File: src/rtl/reg_arb_pkg.sv
// Shared types and constants for the reg_arbiter controller and its testbench.
package reg_arb_pkg;

  typedef enum logic {
    IDLE  = 1'b0,
    GRANT = 1'b1
  } arb_state_e;

  localparam int W_DEF        = 16;
  localparam int N_REQ_DEF    = 4;
  localparam int MAX_LOCK_DEF = 3;

  function automatic int idx_w(input int n);
    return (n > 1) ? $clog2(n) : 1;
  endfunction

endpackage

File: src/rtl/reg_arbiter_storage.sv
// Existing shared storage register: loads 'in' on a rising edge when 'load' is high, no reset.
module reg_arbiter_storage #(
  parameter int W = 16
) (
  input  logic [W-1:0] in,
  input  logic         load,
  input  logic         clk,
  output logic [W-1:0] out
);

  always_ff @(posedge clk) begin
    if (load) out <= in;
  end

endmodule

File: src/rtl/reg_arbiter.sv
// Round-robin arbiter sharing one storage register between N_REQ requesters.
// Optional grant locking is enabled by defining ARB_LOCK_EN.
module reg_arbiter
  import reg_arb_pkg::*;
#(
  parameter  int N_REQ    = N_REQ_DEF,
  parameter  int W        = W_DEF,
  parameter  int MAX_LOCK = MAX_LOCK_DEF,
  localparam int OW       = idx_w(N_REQ)
) (
  input  logic               clk,
  input  logic               rst_n,
  input  logic [N_REQ-1:0]   req,
  input  logic [N_REQ-1:0]   we,
  input  logic [N_REQ*W-1:0] wdata,
  input  logic [N_REQ-1:0]   lock,
  output logic [N_REQ-1:0]   gnt,
  output logic [OW-1:0]      owner,
  output logic               busy,
  output logic               wr_done,
  output logic [W-1:0]       rdata
);

  arb_state_e     state_q;
  logic [OW-1:0]  owner_q;
  logic [OW-1:0]  rr_ptr_q;
  logic           wr_done_q;
  logic [W-1:0]   wd_arr [N_REQ];
  logic           grant_wr;
  logic           hold;
  logic           reg_load;
  logic [W-1:0]   reg_in;
  logic [W-1:0]   reg_out;
  logic [OW-1:0]  ptr_next;

  for (genvar g = 0; g < N_REQ; g++) begin : g_unpack
    assign wd_arr[g] = wdata[g*W +: W];
  end

  function automatic logic [OW-1:0] rr_pick(input logic [N_REQ-1:0] r,
                                            input logic [OW-1:0]    ptr);
    logic [OW-1:0] res;
    logic [OW-1:0] idx_v;
    logic          found;
    int            idx;
    res   = ptr;
    found = 1'b0;
    for (int i = 0; i < N_REQ; i++) begin
      idx   = (int'(ptr) + i) % N_REQ;
      idx_v = OW'(idx);
      if (!found && r[idx_v]) begin
        res   = idx_v;
        found = 1'b1;
      end
    end
    return res;
  endfunction

`ifdef ARB_LOCK_EN
  localparam int CW = $clog2(MAX_LOCK + 1);
  logic [CW-1:0] lock_cnt_q;

  assign hold = req[owner_q] && lock[owner_q] && (lock_cnt_q < CW'(MAX_LOCK));
`else
  logic unused_lock;

  assign hold        = 1'b0;
  assign unused_lock = ^lock ^ (MAX_LOCK < 0);
`endif

  assign grant_wr = (state_q == GRANT) && req[owner_q] && we[owner_q];
  assign ptr_next = (owner_q == OW'(N_REQ - 1)) ? '0 : owner_q + 1'b1;

  // Reset forces a load of zero because the storage register has no reset of its own.
  always_comb begin
    reg_load = 1'b1;
    reg_in   = '0;
    if (rst_n) begin
      reg_load = grant_wr;
      reg_in   = wd_arr[owner_q];
    end
  end

  always_ff @(posedge clk) begin
    if (!rst_n) begin
      state_q    <= IDLE;
      owner_q    <= '0;
      rr_ptr_q   <= '0;
      wr_done_q  <= 1'b0;
`ifdef ARB_LOCK_EN
      lock_cnt_q <= '0;
`endif
    end else begin
      wr_done_q <= grant_wr;
      case (state_q)
        IDLE: begin
          if (|req) begin
            owner_q    <= rr_pick(req, rr_ptr_q);
            state_q    <= GRANT;
`ifdef ARB_LOCK_EN
            lock_cnt_q <= CW'(1);
`endif
          end
        end
        GRANT: begin
          if (hold) begin
`ifdef ARB_LOCK_EN
            lock_cnt_q <= lock_cnt_q + 1'b1;
`endif
          end else begin
            state_q  <= IDLE;
            rr_ptr_q <= ptr_next;
          end
        end
        default: state_q <= IDLE;
      endcase
    end
  end

  reg_arbiter_storage #(.W(W)) u_reg (
    .in   (reg_in),
    .load (reg_load),
    .clk  (clk),
    .out  (reg_out)
  );

  assign busy    = (state_q == GRANT);
  assign gnt     = busy ? (N_REQ'(1) << owner_q) : '0;
  assign owner   = owner_q;
  assign wr_done = wr_done_q;
  assign rdata   = reg_out;

endmodule
File: config.mk
export PLATFORM = sky130hd
export DESIGN_NAME = reg_arbiter
export DESIGN_NICKNAME = d
export VERILOG_FILES = /design/src/rtl/reg_arb_pkg.sv /design/src/rtl/reg_arbiter_storage.sv /design/src/rtl/reg_arbiter.sv
export SDC_FILE = /design/constraint.sdc
export NUM_CORES = 1
export LEC_CHECK = 0
export ABC_AREA = 1
export CAP_MARGIN = 40
export CORE_MARGIN = 1.5
export CORE_UTILIZATION = 40
export CTS_BUF_LIST = sky130_fd_sc_hd__clkbuf_4 sky130_fd_sc_hd__clkbuf_8
export DETAILED_ROUTE_END_ITERATION = 8
export DONT_BUFFER_PORTS = 1
export PLACE_DENSITY = 0.61
export SLEW_MARGIN = 20
export SYNTH_ARGS = -nofsm -noshare
export SYNTH_HDL_FRONTEND = slang
export SYNTH_SLANG_ARGS = --single-unit
File: constraint.sdc
create_clock -name clk -period 4.4 [get_ports clk]
set_input_delay 0.66 -clock clk [delete_from_list [all_inputs] [get_ports clk]]
set_output_delay 0.66 -clock clk [all_outputs]
set_load 0.02 [all_outputs]
Yosys cells after proc, flatten, opt, wreduce, memory -nomap -nowiden
Index checks and enable logic that the tools add are counted.
{ "word_totals": {"register_bits": 22} }
{ "classes": {"eq_ne": 1, "n_lt_le_gt_ge": 6, "shift": 1, "bitwise_logic": 2, "add_sub_neg": 4, "muxes": 35, "reduce_logical": 10} }
{ "op_table": {"columns": ["cell", "n"], "rows": [
  ["binary-select mux 16 bit (select 2 bit)", 1],
  ["two-way mux 16 bit", 2],
  ["two-way mux 1 bit", 20],
  ["< comparator 2 x 3 -> 1 bit, second input constant", 5],
  ["binary-select mux 1 bit (select 2 bit)", 6],
  ["two-way mux 2 bit", 4],
  ["logical AND 1 bit", 5],
  ["adder 2 x 1 -> 2 bit, second input constant", 2],
  ["adder 2 bit, second input constant", 2],
  ["two-way mux 4 bit", 1],
  ["OR reduction 4 bit", 1],
  ["left shift 1 x 2 -> 4 bit, first input constant", 1],
  [">= comparator 3 bit, second input constant", 1],
  ["logical NOT 1 bit", 3],
  ["NOT 2 -> 3 bit", 1],
  ["== test 2 bit, second input constant", 1],
  ["case mux 1 bit (2 select lines)", 1],
  ["AND reduction 2 bit", 1],
  ["NOT 1 bit", 1]
]} }

Longest topological paths before layout
Gate-level depths: netlist (run 1).
{ "logic_depth": {"depth_word": 21, "mapped_depth": 12} }

Modules after synthesis
A second synthesis (run 1) with hierarchy kept.
{ "hier_totals": {"cells_unflattened": 239, "area_unflattened_um2": 1592.8} }
{ "modules_own_cells": {"columns": ["mod", "instances", "area_per_inst_um2", "cells_per_inst"], "rows": [
  ["reg_arbiter", 1, 1112.3, 223],
  ["reg_arbiter_storage", 1, 480.5, 16]
]} }

Worst setup path after synthesis (run 1)
No wires, ideal clock.
{ "synth_path": {"kind": "flip-flop to output port", "start": "register owner_q[1] (netlist: owner[1])", "end": "output gnt[1]", "path_stages_with_launch": 7, "setup_slack_ns": 2.373, "required_time_ns": 3.740, "arrival_ns": 1.367, "n_path_buf": 2, "path_cell_list": "dfxtp_1 buf_4 clkinv_1 buf_2 ha_1 nand2_1 inv_1"} }
{ "synth_between": {"elab_chain_cells": 2} }
{ "synth_lines": {"columns": ["element", "line_no", "source"], "rows": [
  ["from (decl)", "reg_arbiter.sv:25", "logic [OW-1:0] owner_q;"],
  ["from (signal assigned)", "reg_arbiter.sv:98", "owner_q <= rr_pick(req, rr_ptr_q);"],
  ["left shift 1 x 2 -> 4 bit", "reg_arbiter.sv:128", "assign gnt = busy ? (N_REQ'(1) << owner_q) : '0;"],
  ["two-way mux 4 bit", "reg_arbiter.sv:128", null],
  ["to (decl)", "reg_arbiter.sv:17", "output logic [N_REQ-1:0] gnt,"]
]} }
Every way passes these cells.

Worst setup path in the final report (run 1)
{ "layout_path": {"start": "register owner_q[1] (netlist: owner[1])", "end": "output gnt[0]"} }
Same word-level chain as after synthesis.

==> results of run 1 <==
==> final timing paths <==
check                                              endpoint  slack [ns]
worst min register to register     rr_ptr_q[1]$_SDFFE_PN0P_        0.65
worst max register to register  u_reg.out[11]$_SDFFCE_PN0P_        2.29
worst max-delay path                                 gnt[0]        2.08
worst min-delay path               rr_ptr_q[1]$_SDFFE_PN0P_        0.53
==> layer usage <==
| layer | vias to the layer above | part of all wire, % | GRT usage (%) |
|---|---|---|---|
| li1 | 807 | - | - |
| met1 | 693 | 43 | 22.0 |
| met2 | 75 | 49 | 31.2 |
| met3 | 0 | 7.7 | 3.50 |
| met4 | 0 | 0 | 4.59 |
| met5 | - | 0 | 0 |
==> stage by stage <==
stage                     hold WS [ns]  setup slack (ns)  power (mW)  instance area [um^2]
final                            0.532              2.08       0.695                  1760
after global routing             0.520              1.88       0.750                  1760
after floorplan                  0.558              2.37       0.474                  1650
after CTS                        0.523              2.02       0.705                  1760
after global placement           0.624              2.14       0.505                  1660
after detailed placement         0.630              2.24       0.516                  1690
==> worst max-delay path: stages (launching register included) <==
cell	delay (ns)
dfxtp_1	0.34
clkinv_1	0.48
ha_1	0.41
nand2_1	0.07
inv_1	0.11
==> state kept, by name, indices dropped and copies added (netlist names) <==
register	count
u_reg.out	16
wr_done	1
owner	2
busy	1
rr_ptr_q	2
==> cells by family (layout without fill, tap and decap cells) <==
logic type,count (synthesis),count (layout),synth area share (%)
simple gates,140,140,35.9
compound gates,54,54,16.7
buf+inv,30,24,8.03
flops,22,22,36.4
fa+ha+maj,4,4,3.03
==> cells in the mapped netlist <==
| cell | count | area, um^2 |
|---|---|---|
| a21oi_1 | 17 | 85.1 |
| buf_2 | 6 | 30.0 |
| buf_4 | 1 | 7.51 |
| buf_6 | 1 | 11.3 |
| clkbuf_1 | 4 | 15.0 |
| clkbuf_2 | 1 | 5.00 |
| clkinv_1 | 2 | 7.51 |
| dfxtp_1 | 6 | 120 |
| edfxtp_1 | 16 | 480 |
| ha_1 | 4 | 50.1 |
| inv_1 | 11 | 41.3 |
| inv_2 | 4 | 15.0 |
| nand2_1 | 43 | 161 |
| nand2_2 | 9 | 56.3 |
| nand2_4 | 1 | 11.3 |
| nand3_1 | 19 | 95.1 |
| nand3_2 | 1 | 10.0 |
| nor2_1 | 66 | 248 |
| nor2_4 | 1 | 11.3 |
| o211a_1 | 1 | 10.0 |
| o21ai_0 | 36 | 180 |
==> power groups by stage <==
stage | registers (mW) | clock network (mW) | logic (mW)
3_5_place_dp | 0.310 | 0 | 0.206
3_3_place_gp | 0.309 | 0 | 0.196
2_1_floorplan | 0.305 | 0 | 0.168
5_1_grt | 0.308 | 0.201 | 0.241
6_report | 0.304 | 0.187 | 0.204
4_1_cts | 0.305 | 0.193 | 0.208
==> cell type report <==
type / count / area, um^2 / area share [%]
clock buffers: 3 / 41.3 / 2.35
flip-flops and latches: 22 / 601 / 34.1
well taps: 50 / 62.6 / 3.56
clock inverters: 1 / 30.0 / 1.71
multi-input cells: 198 / 918 / 52.2
inverters: 17 / 63.8 / 3.63
repair buffers: 3 / 42.5 / 2.42
==> metrics, run 1 <==
Die Y=67.3 um; minimum clock period=2.32 ns; hold path depth=2; vias in the first global route=1,361; Worst-path clk slew=0.08 ns; Hold Fails Final Rpt=0; P per Cell Area=395 nW/um^2; Mean Syn Cell Area=6.61 um^2; die area=4520 um^2; reg-to-reg startpoint=owner[1]$_SDFFE_PN0P_; RSZ-0062 raised after global routing=false; period utilization=52.8%; P&R area growth vs syn=6.52%; FF+latch count, synth=22; Crit Path Category=reg2out; commonest non-fill, non-tap cell in the layout=nor2_1; critical path launch point=owner[1]$_SDFFE_PN0P_; final core utilization=44.3%; Critical Path Start Type=flip-flop; CTS root buf=clkbuf_8; NetSw=245 uW; post-synthesis cell type count=21; Initial Util=41.6%; drt initial violations=75; Max Cap Viol=0; placed insts=290; Remaining DRCs=0; global placement routability congestion=0.785; leakage=0.790 nW; CTS Buffer Depth=2; cts repair resizes=0; clk sinks=22; outcome=finished, final reports clean; CP endpoint kind=output port; final number of max-transition violations=0; Hold Path Origin=rst_n; Clk network pwr share=27.0%; fraction of layout cells with a size suffix above 1=9.43%; # setup viols final=0; Max Clk Rate=0.430 GHz; setup bufs post-CTS=0; gr usage total=17.7%; CTS tree=built; pin count of the biggest net entering global routing=40; Register-to-Register Path Depth=4; global-route wire length before repair=6170 um; Internal Power=450 uW; initial antenna violation count=0; Reg power frac=43.7%; final wirelength=4060 um; Net Count, Synth=332; CTS hold repair buffers=0; # nets final=327; arrival time at the worst endpoint=1.66 ns; Max H-tree Level=1; post-DP HPWL=2930 um; Worst Tran Pin Value=0.695 ns; Seq/Total Area, Yosys=36.4%; critical path required time=3.74 ns; Non-Filler Instances=294; most frequent cells in the layout=nor2_1, nand2_1, o21ai_0; Comb power frac=29.3%; Switching Share=35.2%; ANT cells=0; Worst slew margin=53.6%; number of I/O pins=102; Routed WL per cell=13.8 um; Num CTS Buffers=3; Avg Vias per Cell=5.36; Core ar.=3970 um^2; Worst VDD drop=0.000125 V; critical path peak fanout=19; Syn. warnings=0; grt ovf=0; Die W=67.3 um; FP Rows=23; Syn Inst Count=250; vias=1,575; hold crit path type=in2reg; Fin Clk Skew=0.00620 ns; DR pass1 iterations=4; worst skew pair latency=0.26 ns; FILL cells=433; setup TNS=0 ns; PortBufs=0; Mapped Area=1650 um^2; Detail Route Antenna Nets=0
Power figures use the tool's default switching activity.
==> run 2: changes to the inputs <==
--- a/config.mk
+++ b/config.mk
@@ -12,7 +12,7 @@
 export CTS_BUF_LIST = sky130_fd_sc_hd__clkbuf_4 sky130_fd_sc_hd__clkbuf_8
 export DETAILED_ROUTE_END_ITERATION = 8
 export DONT_BUFFER_PORTS = 1
-export PLACE_DENSITY = 0.61
+export PLACE_DENSITY = 0.63
 export SLEW_MARGIN = 20
 export SYNTH_ARGS = -nofsm -noshare
 export SYNTH_HDL_FRONTEND = slang
==> constraint.sdc (replaced) <==
create_clock -name clk -period 1.87 [get_ports clk]
set_input_delay 0.2805 -clock clk [delete_from_list [all_inputs] [get_ports clk]]
set_output_delay 0.2805 -clock clk [all_outputs]
set_load 0.02 [all_outputs]
==> run 2 against run 1 <==
Critical path type unchanged; clock skew is 0.0021 ns lower; combinational power is 140% higher; register-to-register slack worse by 1.9 ns; via count grew 0.38%; largest cell class unchanged; final area grew 1.6%; routed wire length increased by 2.6%.
==> metrics, run 2 (synthesized netlist as in run 1, its figures left out) <==
Internal Power=1.07 mW (+140%); Die Y=67.3 um (unchanged); # setup viols final=0 (unchanged); Clk network pwr share=27.1% (about the same); CTS Buffer Depth=2 (unchanged); setup bufs post-CTS=0 (unchanged); FP Rows=23 (unchanged); Die W=67.3 um (unchanged); Worst VDD drop=0.000324 V (+160%); CTS hold repair buffers=0 (unchanged); final wirelength=4160 um (+2.6%); gr usage total=17.5% (-0.17 points); Num CTS Buffers=3 (unchanged); reg-to-reg startpoint=rr_ptr_q[0]$_SDFFE_PN0P_; post-DP HPWL=3160 um (+7.6%); Worst Tran Pin Value=0.459 ns (-0.236 ns); final number of max-transition violations=0 (unchanged); Reg power frac=43.0% (-0.7 points); RSZ-0062 raised after global routing=false; multi-input logic area=921 um^2 (+0.27%); FF+latch area=601 um^2 (unchanged); critical path peak fanout=34 (+15); Comb power frac=30.0% (+0.7 points); most frequent cells in the layout=nor2_1, nand2_1, o21ai_0; ANT cells=0 (unchanged); Max Clk Rate=0.581 GHz; Hold Fails Final Rpt=0 (unchanged); CTS root buf=clkbuf_8; P&R area growth vs syn=8.18%; pin count of the biggest net entering global routing=35 (-13%); CTS tree=built; Detail Route Antenna Nets=0 (unchanged); commonest non-fill, non-tap cell in the layout=nor2_1; setup TNS=0 ns (unchanged); number of I/O pins=102 (unchanged); Initial Util=41.6% (unchanged); Crit Path Category=reg2out; leakage=0.811 nW (+2.6%); Remaining DRCs=0 (unchanged); vias in the first global route=1,291 (-5.1%); Reg with most FFs=u_reg.out; FILL cells=423 (-2.3%); final hold slack=0.151 ns (-0.381 ns); slowest stage delay, CP=0.36 ns (-0.12 ns); Top cell by count, worst path=inv_1; hold crit path type=in2reg; Core ar.=3970 um^2 (unchanged); Switching Share=35.7% (+0.42 points); crit path cell chain=inv_1 -> buf_4 -> ha_1 -> nand2_1 -> inv_1; DR pass1 iterations=4 (unchanged); clk sinks=22 (unchanged); outcome=finished, final reports clean; Register-to-Register Path Depth=12 (+8); minimum clock period=1.72 ns; Critical Path Start Type=flip-flop; arrival time at the worst endpoint=1.44 ns (-0.22 ns); period utilization=92.1%; Worst slew margin=69.2% (+16 points); critical path launch point=owner[0]$_SDFFE_PN0P_; die area=4520 um^2 (unchanged); NetSw=590 uW (+140%); CP Capture Point=gnt[0]; cts repair resizes=0 (unchanged); Worst path depth=5 (+1); Avg Vias per Cell=5.27 (-1.6%); reg2reg setup slack=0.36 ns (-1.93 ns); Top Family by Delay on Critical Path=buffers and inverters; grt ovf=0 (unchanged); global-route wire length before repair=6000 um (-2.8%); reg-to-reg endpoint=owner[0]$_SDFFE_PN0P_; # nets final=333 (+1.8%); Worst-path clk slew=0.08 ns (about the same); Max Cap Viol=0 (unchanged); Fin Clk Skew=0.00408 ns (-0.00212 ns); initial antenna violation count=0 (unchanged); fraction of layout cells with a size suffix above 1=12.0% (+2.6 points); Routed WL per cell=13.9 um (+0.56%); worst skew pair latency=0.26 ns (about the same); drt initial violations=36 (-52%); PortBufs=0 (unchanged); Max H-tree Level=1 (unchanged); CP max stage cell=dfxtp_1; Largest register FFs=16 (unchanged); buffers plus inverters on the worst setup path=3 (+1); critical path required time=1.59 ns (-2.15 ns); CP endpoint kind=output port; vias=1,581 (+0.38%); P per Cell Area=927 nW/um^2 (+130%); global placement routability congestion=0.880 (+12%)
## run 2: cell count changes in the layout (fill, tap and decap cells not counted), sizes merged
cell,change
buf,+6
## run 2: per-stage QoR
| stage | cells | utilization [%] | setup WS [ns] | cell area [um^2] | power [mW] |
|---|---|---|---|---|---|
| after floorplan | 250 | - | 0.0732 | 1650 | 1.12 |
| after global placement | 296 | 43.2 | 0.443 | 1720 | 1.21 |
| after detailed placement | 296 | 43.2 | 0.397 | 1720 | 1.22 |
| after CTS | 300 | 45.0 | 0.136 | 1790 | 1.67 |
| after global routing | 300 | 45.0 | 0.0551 | 1790 | 1.77 |
| final | 300 | 45.0 | 0.148 | 1790 | 1.66 |
## run 2: power by group through the flow
| stage | registers (mW) | logic, mW | clock network, mW |
|---|---|---|---|
| finish | 0.711 | 0.496 | 0.448 |
| detailed placement | 0.723 | 0.500 | 0 |
| CTS | 0.712 | 0.501 | 0.462 |
| global placement | 0.722 | 0.490 | 0 |
| floorplan | 0.718 | 0.397 | 0 |
| global route | 0.719 | 0.568 | 0.483 |
## run 2: metal layers
metal / vias to the layer above / wire, um / part of all wire, % / global-route usage (%)
met5: - / 0 / 0 / 0
met4: 0 / 27 / 0.65 / 5.36
met3: 2 / 325 / 7.8 / 2.83
met2: 73 / 1960 / 47 / 29.3
met1: 692 / 1850 / 44 / 23.2
li1: 814 / - / - / -
## run 2: cell type report
type | count | area share (%)
clock inverters | 1 | 1.68
multi-input cells | 198 | 51.5
inverters | 17 | 3.57
clock buffers | 3 | 2.31
repair buffers | 9 | 3.78
well taps | 50 | 3.50
flip-flops and latches | 22 | 33.6
## run 2: worst min-delay path by stage
stage,from,end,slack [ns],cells past startpoint
3_3_place_gp,rst_n,rr_ptr_q[1]$_SDFFE_PN0P_,0.43,2
5_1_grt,rst_n,rr_ptr_q[0]$_SDFFE_PN0P_,0.16,1
3_5_place_dp,rst_n,rr_ptr_q[1]$_SDFFE_PN0P_,0.43,2
6_report,rst_n,rr_ptr_q[1]$_SDFFE_PN0P_,0.15,2
2_1_floorplan,rst_n,rr_ptr_q[1]$_SDFFE_PN0P_,0.42,2
4_1_cts,rst_n,rr_ptr_q[0]$_SDFFE_PN0P_,0.14,1
